## config.mk

```make
export PLATFORM = sky130hd
export DESIGN_NAME = core_muldiv
export DESIGN_NICKNAME = d
export VERILOG_FILES = /design/src/rtl/core_muldiv.sv
export SDC_FILE = /design/constraint.sdc
export NUM_CORES = 2
export LEC_CHECK = 0
export ABC_AREA = 0
export CAP_MARGIN = 10
export CORE_UTILIZATION = 65
export CTS_CLUSTER_SIZE = 40
export DETAILED_ROUTE_END_ITERATION = 10
export HOLD_SLACK_MARGIN = 0.02
export PLACE_DENSITY = 0.83
export SYNTH_ARGS = -nofsm -noshare
export SYNTH_HDL_FRONTEND = slang
export SYNTH_SLANG_ARGS = --single-unit
```

## constraint.sdc

```tcl
create_clock -name CLK -period 11.5 [get_ports CLK]
set_clock_uncertainty 0.05 [all_clocks]
set_input_delay 1.725 -clock CLK [delete_from_list [all_inputs] [get_ports CLK]]
set_output_delay 1.725 -clock CLK [all_outputs]
set_load 0.05 [all_outputs]
```

## src/rtl/core_muldiv.sv

```systemverilog
// RV32M/RV64M multiply/divide unit: fixed-latency multiply, radix-2 restoring divide,
// with a single-cycle path for divide-by-zero and signed overflow.
module core_muldiv #(
  parameter int XLEN    = 32,
  parameter int MUL_LAT = 2
) (
  input  logic            CLK,
  input  logic            RST_N,
  input  logic            FLUSH,
  input  logic            I_VALID,
  output logic            I_READY,
  input  logic            I_MUL,
  input  logic            I_MULH,
  input  logic            I_MULHSU,
  input  logic            I_MULHU,
  input  logic            I_DIV,
  input  logic            I_DIVU,
  input  logic            I_REM,
  input  logic            I_REMU,
  input  logic [XLEN-1:0] RS1,
  input  logic [XLEN-1:0] RS2,
  output logic            O_VALID,
  input  logic            O_READY,
  output logic [XLEN-1:0] RESULT
);
  // state | meaning
  // IDLE  | ready for a request
  // MUL   | waiting out the multiply latency
  // DIV   | restoring divide, one quotient bit per cycle
  // DONE  | RESULT valid, waiting for O_READY
  typedef enum logic [1:0] {S_IDLE, S_MUL, S_DIV, S_DONE} state_t;
  typedef enum logic [3:0] {OP_MUL, OP_MULH, OP_MULHSU, OP_MULHU,
                            OP_DIV, OP_DIVU, OP_REM, OP_REMU, OP_NONE} op_t;

  localparam int              CW       = $clog2(XLEN + 1);
  localparam logic [CW-1:0]   MUL_CNT0 = CW'((MUL_LAT > 1) ? MUL_LAT - 2 : 0);
  localparam logic [CW-1:0]   DIV_CNT0 = CW'(XLEN - 1);
  localparam logic [XLEN-1:0] MIN_NEG  = {1'b1, {(XLEN-1){1'b0}}};

  state_t            state, state_nxt;
  op_t               op_in, op_q, op_cur;
  logic              accept, res_load;
  logic [CW-1:0]     cnt;
  logic [XLEN-1:0]   a_q, b_q, a_cur, b_cur;
  logic [XLEN-1:0]   rem_q, quo_q, dvs_q, rem_nx, quo_nx, diff;
  logic [XLEN:0]     shifted;
  logic              fits, neg_quo_q, neg_rem_q, is_rem_q;
  logic              in_mul, in_div, in_signed, in_rem, in_zero, in_ovf, in_neg_a, in_neg_b;
  logic [XLEN-1:0]   mag_a, mag_b, fast_res, mul_res, div_res, res_val;
  logic              a_sgn, b_sgn;
  logic [2*XLEN-1:0] a_ext, b_ext, prod;

  always_comb begin
    op_in = OP_NONE;
    if      (I_MUL)    op_in = OP_MUL;
    else if (I_MULH)   op_in = OP_MULH;
    else if (I_MULHSU) op_in = OP_MULHSU;
    else if (I_MULHU)  op_in = OP_MULHU;
    else if (I_DIV)    op_in = OP_DIV;
    else if (I_DIVU)   op_in = OP_DIVU;
    else if (I_REM)    op_in = OP_REM;
    else if (I_REMU)   op_in = OP_REMU;
  end

  always_comb begin
    in_mul    = op_in inside {OP_MUL, OP_MULH, OP_MULHSU, OP_MULHU};
    in_div    = op_in inside {OP_DIV, OP_DIVU, OP_REM, OP_REMU};
    in_signed = op_in inside {OP_DIV, OP_REM};
    in_rem    = op_in inside {OP_REM, OP_REMU};
    in_zero   = (RS2 == '0);
    in_ovf    = in_signed && (RS1 == MIN_NEG) && (RS2 == '1);
    in_neg_a  = in_signed & RS1[XLEN-1];
    in_neg_b  = in_signed & RS2[XLEN-1];
    mag_a     = in_neg_a ? -RS1 : RS1;
    mag_b     = in_neg_b ? -RS2 : RS2;
    if (in_zero) fast_res = in_rem ? RS1 : '1;
    else         fast_res = in_rem ? '0 : RS1;
  end

  assign accept = I_VALID & I_READY & ~FLUSH;

  // Single-cycle multiply latency has to take its operands straight from the ports.
  assign a_cur  = (state == S_IDLE) ? RS1 : a_q;
  assign b_cur  = (state == S_IDLE) ? RS2 : b_q;
  assign op_cur = (state == S_IDLE) ? op_in : op_q;

  assign a_sgn   = a_cur[XLEN-1] & ((op_cur == OP_MULH) || (op_cur == OP_MULHSU));
  assign b_sgn   = b_cur[XLEN-1] & (op_cur == OP_MULH);
  assign a_ext   = {{XLEN{a_sgn}}, a_cur};
  assign b_ext   = {{XLEN{b_sgn}}, b_cur};
  assign prod    = a_ext * b_ext;
  assign mul_res = (op_cur == OP_MUL) ? prod[XLEN-1:0] : prod[2*XLEN-1:XLEN];

  // Partial remainder stays below the divisor, so the XLEN-bit difference is exact.
  assign shifted = {rem_q, quo_q[XLEN-1]};
  assign fits    = (shifted >= {1'b0, dvs_q});
  assign diff    = shifted[XLEN-1:0] - dvs_q;
  assign rem_nx  = fits ? diff : shifted[XLEN-1:0];
  assign quo_nx  = {quo_q[XLEN-2:0], fits};
  assign div_res = is_rem_q ? (neg_rem_q ? -rem_nx : rem_nx)
                            : (neg_quo_q ? -quo_nx : quo_nx);

  always_ff @(posedge CLK) begin
    if (!RST_N) begin
      state   <= S_IDLE;
      I_READY <= 1'b1;
      O_VALID <= 1'b0;
    end else begin
      state   <= state_nxt;
      I_READY <= (state_nxt == S_IDLE);
      O_VALID <= (state_nxt == S_DONE);
    end
  end

  always_comb begin
    state_nxt = state;
    res_load  = 1'b0;
    res_val   = '0;
    case (state)
      S_IDLE: if (accept) begin
        if (in_mul) begin
          if (MUL_LAT == 1) begin
            state_nxt = S_DONE;
            res_load  = 1'b1;
            res_val   = mul_res;
          end else begin
            state_nxt = S_MUL;
          end
        end else if (in_div) begin
          if (in_zero || in_ovf) begin
            state_nxt = S_DONE;
            res_load  = 1'b1;
            res_val   = fast_res;
          end else begin
            state_nxt = S_DIV;
          end
        end else begin
          state_nxt = S_DONE;
          res_load  = 1'b1;
        end
      end
      S_MUL: if (cnt == '0) begin
        state_nxt = S_DONE;
        res_load  = 1'b1;
        res_val   = mul_res;
      end
      S_DIV: if (cnt == '0) begin
        state_nxt = S_DONE;
        res_load  = 1'b1;
        res_val   = div_res;
      end
      S_DONE:  if (O_READY) state_nxt = S_IDLE;
      default: state_nxt = S_IDLE;
    endcase
    if (FLUSH) begin
      state_nxt = S_IDLE;
      res_load  = 1'b0;
    end
  end

  always_ff @(posedge CLK) begin
    if (!RST_N) begin
      RESULT    <= '0;
      op_q      <= OP_NONE;
      a_q       <= '0;
      b_q       <= '0;
      rem_q     <= '0;
      quo_q     <= '0;
      dvs_q     <= '0;
      neg_quo_q <= 1'b0;
      neg_rem_q <= 1'b0;
      is_rem_q  <= 1'b0;
      cnt       <= '0;
    end else begin
      if (res_load) RESULT <= res_val;
      if (accept) begin
        op_q      <= op_in;
        a_q       <= RS1;
        b_q       <= RS2;
        quo_q     <= mag_a;
        dvs_q     <= mag_b;
        rem_q     <= '0;
        neg_quo_q <= in_neg_a ^ in_neg_b;
        neg_rem_q <= in_neg_a;
        is_rem_q  <= in_rem;
        cnt       <= in_mul ? MUL_CNT0 : DIV_CNT0;
      end else if (state == S_DIV) begin
        rem_q <= rem_nx;
        quo_q <= quo_nx;
        cnt   <= cnt - 1'b1;
      end else if (state == S_MUL) begin
        cnt <= cnt - 1'b1;
      end
    end
  end
endmodule

```

# ---- Yosys cells after proc, flatten, opt, wreduce, memory -nomap -nowiden
# Cells that the tools add are included.
dict set report totals {
  regBits 209
  latchBits 0
  ram_bits 0
  mem_bits_ro 0
  in_bits 77
  output_inout_bits 34
  word_cells 113
  n_memories 0
}
dict set report op_classes {
  addsub 6
  multipliers 1
  div_mod_pow 0
  magnitude_cmp 1
  n_eq_ne 15
  shifts 0
  mux 49
  bitwise 9
  n_reduce_logical 18
}
# cell count
set ops {}
lappend ops {{$mux W32} 20}
lappend ops {{$neg A32 Y32} 4}
lappend ops {{$pmux W32 S3} 1}
lappend ops {{$eq A32 B32 Y1 const B} 2}
lappend ops {{$mul A33 B33 Y64} 1}
lappend ops {{$mux W4} 9}
lappend ops {{$ge A33 B32 Y1} 1}
lappend ops {{$logic_not A32 Y1} 1}
lappend ops {{$sub A32 B32 Y32} 1}
lappend ops {{$mux W6} 3}
lappend ops {{$eq A4 B3 Y1 const B} 4}
lappend ops {{$eq A4 B2 Y1 const B} 3}
lappend ops {{$mux W2} 6}
lappend ops {{$eq A4 B1 Y1 const B} 2}
lappend ops {{$logic_not A4 Y1} 2}
lappend ops {{$reduce_bool A4 Y1} 2}
lappend ops {{$mux W1} 7}
lappend ops {{$and A1 B1 Y1} 6}
lappend ops {{$eq A2 B2 Y1 const B} 3}
lappend ops {{$logic_not A6 Y1} 1}
lappend ops {{$pmux W2 S3} 1}
lappend ops {{$reduce_bool A2 Y1} 3}
lappend ops {{$sub A6 B1 Y6 const B} 1}
lappend ops {{$mux W5} 1}
lappend ops {{other kinds (9)} 14}

# ---- Logic depth before layout (Yosys ltp)
dict set report logic_depth {
  depth_word 20
  mapped_depth 37
  depth_no_buf 34
}

# ---- Worst setup path before layout
# No wires, ideal clock.
dict set report synth_path {
  kind {input to register}
  startpoint {input I_REMU}
  endpoint {register RESULT[23]}
  setup_ns 0.126
  t_arrival_ns 10.090
  t_required_ns 11.324
  setup_slack_ns 1.234
  path_stages 32
  n_path_buf 2
  cell_sequence {nor2b_1 o21ai_0 a311o_1 a21o_1 a21oi_1 clkbuf_1 nand2_1 fa_1 fa_1 inv_1 fa_1 inv_1 fa_1 inv_1 fa_1 fa_1 inv_1 fa_1 fa_1 inv_1 ha_1 clkbuf_1 a21o_1 a21o_1 a21o_1 or3_1 o21ai_0 o21ai_0 a21o_1 a21oi_1 mux2i_1 a21oi_1}
}
dict set report synth_between {
  elab_chain_cells 19
  elab_cells_between_ends 47
  classes_between {mul (1); eq/ne (9); mux (25); bitwise (2); reduce/logical (10)}
}
# item line
set synth_lines {}
lappend synth_lines {{start, declared} 19} ;# input logic I_REMU,
lappend synth_lines {{$mux W4 (*)} 62} ;# else if (I_REMU) op_in = OP_REMU;
lappend synth_lines {{$mux W4 (*)} 61} ;# else if (I_REM) op_in = OP_REM;
lappend synth_lines {{$mux W4 (*)} 60} ;# else if (I_DIVU) op_in = OP_DIVU;
lappend synth_lines {{$mux W4 (*)} 59} ;# else if (I_DIV) op_in = OP_DIV;
lappend synth_lines {{$mux W4 (*)} 58} ;# else if (I_MULHU) op_in = OP_MULHU;
lappend synth_lines {{$mux W4 (*)} 57} ;# else if (I_MULHSU) op_in = OP_MULHSU;
lappend synth_lines {{$mux W4 (*)} 56} ;# else if (I_MULH) op_in = OP_MULH;
lappend synth_lines {{$mux W4 (*)} 55} ;# if (I_MUL) op_in = OP_MUL;
lappend synth_lines {{branches (longest 11 deep; another with $mul A33 B33 Y64)} --}
lappend synth_lines {{end signal, assigned} 175} ;# if (res_load) RESULT <= res_val;
lappend synth_lines {{end, declared} 24} ;# output logic [XLEN-1:0] RESULT
# Every way passes the cells marked *.
# A chain may end at the register's enable or synchronous reset.

# ---- Worst setup path after layout
dict set report layout_path {
  startpoint {input I_REM}
  endpoint {register RESULT[26]}
}
dict set report layout_between {
  elab_chain_cells 18
  elab_cells_between_ends 46
  classes_between {mul (1); eq/ne (9); mux (24); bitwise (2); reduce/logical (10)}
}
# item line
set layout_lines {}
lappend layout_lines {{start, declared} 18} ;# input logic I_REM,
lappend layout_lines {{$mux W4 (*)} 61}
lappend layout_lines {{$mux W4 (*)} 60}
lappend layout_lines {{$mux W4 (*)} 59}
lappend layout_lines {{$mux W4 (*)} 58}
lappend layout_lines {{$mux W4 (*)} 57}
lappend layout_lines {{$mux W4 (*)} 56}
lappend layout_lines {{$mux W4 (*)} 55}
lappend layout_lines {{branches (longest 11 deep; another with $mul A33 B33 Y64)} --}
# Marked as above.

==> flow_summary_export.csv <==
group,metric,value,unit
run_status,outcome,"completed",
setup_path,critPathSlowestCell,"fa_1",
routing,drt_iter0_drc,5419,
floorplan,rows,104,
logic_synthesis,yosysMostFrequentCell,"inv_1",
setup_path,max_stage_delay,0.56,ns
grt,grt_max_degree,96,
timing,worstMarginPinSlew,1.31,ns
logic_synthesis,synth_cells,6260,
floorplan,coreArea,80400,sq um
hold_path,hold_path_class,"register to register",
logic_synthesis,yosys_register_bits,208,
logic_synthesis,ys_seq_area_share,7.90,%
logic_synthesis,synth_area,52700,sq um
timing,drv_slew,0,
grt,grt_use_total,44.6,%
clock_network,clockRootBuffer,"clkbuf_16",
final_layout,fill_cells,6482,
final_layout,seqCellArea,4160,sq um
setup_path,worstPathArrival,11.34,ns
setup_path,reg2reg_to,"RESULT[26]",
final_layout,final_net_count,7717,
clock_network,clock_latency,0.57,ns
clock_network,htreeDepth,1,
final_layout,instances_no_fill,7339,
grt,grt.overflow.total,0,
setup_path,worst_ep_required_time,11.88,ns
setup_path,reg2reg_slack,0.97,ns
timing,holdWs,0.403,ns
clock_network,ctsResizeCount,0,
grt,grt_pass1_vias,46800,
timing,period_share,95.3,%
floorplan,die_area,82200,sq um
setup_path,cp_common_cell,"fa_1",
final_layout,multi_input_area,42600,sq um
hold_path,min_from,"b_q[5]",
logic_synthesis,synthFlopType,"dfxtp_1",
setup_path,critPathCaptureType,"register",
floorplan,ios,111,
logic_synthesis,synth_edf_count,0,
floorplan,die_x,287,um
final_layout,postLayoutCellArea,56300,sq um
setup_path,worstSetupStartpointType,"input port",
timing,hold_viol_final,0,
final_layout,areaGrowthSynthToFinish,6.94,%
setup_path,path_max_fanout,18,
clock_network,cts_tree,"yes",
timing,setup_tns,0,ns
placed_design,dpl.cell_count,7292,
logic_synthesis,synth.avg_cell_area,8.42,sq um
clock_network,cts_sinks,208,
routing,vias_per_cell,6.21,
floorplan,die-height,287,um
placed_design,place_area,55500,sq um
logic_synthesis,ys_async_sr_fraction,0,%
clock_network,cts_buffer_depth,3,
logic_synthesis,ys_types,82,
timing,setup_viol,0,
timing,max_slew_margin,12.7,%
logic_synthesis,synth_top_area_share,42.8,%
routing,via_count,45600,
timing,min_period,10.96,ns
hold_path,hold_end,"b_q[5]",
timing,max_freq,91.2,MHz
placed_design,place_congestion,1.05,
clock_network,post_cts_buffers,0,
logic_synthesis,synth.top_cells.by_count,"inv_1, fa_1, nand2_1, nor2_1, clkbuf_1",
logic_synthesis,yosys-top-cells-area,"fa_1, inv_1, dfxtp_1, nand2_1, ha_1",
logic_synthesis,synth_area_leader_cell,"fa_1",
setup_path,path_class,"input port to register",
clock_network,path_clk_slew,0.06,ns
routing,drt_pass1_iterations,7,
setup_path,rr_startpoint,"state[0]",
timing,rsz0062_at_grt,"false",
placed_design,hpwl,147000,um
clock_network,cts_hold_buf,0,
clock_network,cts_inserted_buffers,26,
routing,routed_wl,180000,um
logic_synthesis,synthesis.nets,7717,
flow_run,maxCapViolCount,0,
routing,drtAntennaViolNets,0,
final_layout,drive_gt1_share,5.72,%
grt,grt_pass1_wl,274000,um
placed_design,port_buffers,110,
setup_path,ff2ff_path_depth,32,
hold_path,min_path_cells,2,
routing,drc,0,
floorplan,start_util,65.5,%
grt,antenna_found_initial,9,
routing,wl_per_cell,24.6,um
logic_synthesis,yosys_warnings,0,
-- kinds of logic (layout without fill, tap and decap cells) --
family	Yosys count	count (layout)	share of synthesized area (%)
AO/OA/AOI/OAI	814	814	9.87
XOR/XNOR	196	196	3.28
adder cells (fa/ha/maj)	1380	1380	48.8
buffers and inverters	1592	1610	11.4
flip-flops	208	208	7.90
multiplexers	183	183	3.64
other	0	1	0
AND/OR/NAND/NOR	1887	1887	15.1
-- area by class of cell --
cell class                      instances  share of cell area, %
Inverter                             1251                   8.34
Tap cell                             1060                   2.35
Sequential cell                       208                   7.39
Clock inverter                          9                  0.151
Clock buffer                           37                   1.33
Timing Repair Buffer                  313                   4.77
Antenna cell                            1                0.00444
Multi-Input combinational cell       4460                   75.7
-- metal layers --
layer | global-route usage (%) | up-vias | wire (um)
met5 | 0 | - | 57
met4 | 27.2 | 8 | 13500
met3 | 8.23 | 725 | 19600
met2 | 70.1 | 2884 | 81700
met1 | 57.5 | 22700 | 65600
li1 | - | 19300 | -
-- cells in the final DEF (no fill, tap or decap), drive strengths merged, types with 26 or more instances in the layout --
| master | instances |
|---|---|
| clkbuf | 37 |
| a21o | 50 |
| nor4 | 26 |
| or3 | 32 |
| nand3 | 34 |
| and2 | 46 |
| fa | 1126 |
| a211oi | 100 |
| mux2 | 69 |
| o21ai | 158 |
| ha | 254 |
| buf | 203 |
| nand2 | 1039 |
| a21oi | 259 |
| xor2 | 64 |
| nor2 | 518 |
| clkdlybuf4s50 | 110 |
| a31oi | 30 |
| nor3 | 44 |
| xnor2 | 131 |
| inv | 1249 |
| o31ai | 28 |
| mux2i | 114 |
| dfxtp | 208 |
-- worst max path at each step --
stage          cells after the start    endpoint     from  slack, ns
2_1_floorplan                     32  RESULT[23]   I_REMU       1.23
5_1_grt                           34  RESULT[26]    I_REM       0.25
4_1_cts                           34  RESULT[26]    I_REM       0.78
3_5_place_dp                      34  RESULT[26]  I_MULHU       0.22
3_3_place_gp                      34  RESULT[20]  I_MULHU       0.24
6_report                          34  RESULT[26]    I_REM       0.54
-- worst max-delay path: cells and delay by family --
family | cells | cell delay, ns
fa+ha+maj | 9 | 4.28
compound gates | 11 | 2.87
simple gates | 6 | 0.89
buf+inv | 8 | 1.52
-- through the flow --
stage          util, %  setup WS (ns)
2_1_floorplan        -           1.23
3_3_place_gp      69.0          0.243
3_5_place_dp      69.0          0.219
4_1_cts           70.1          0.779
5_1_grt           70.1          0.247
6_report          70.1          0.540
-- flip-flops by register name (all words and copies together), names as in the netlist, 2 cells and up --
name    cells
RESULT     32
op_q        4
rem_q      32
a_q        32
quo_q      32
b_q        32
state       2
cnt         6
dvs_q      31
Power is not shown: default switching activity piles up to over one toggle a cycle in this logic, so the estimate is an artifact.
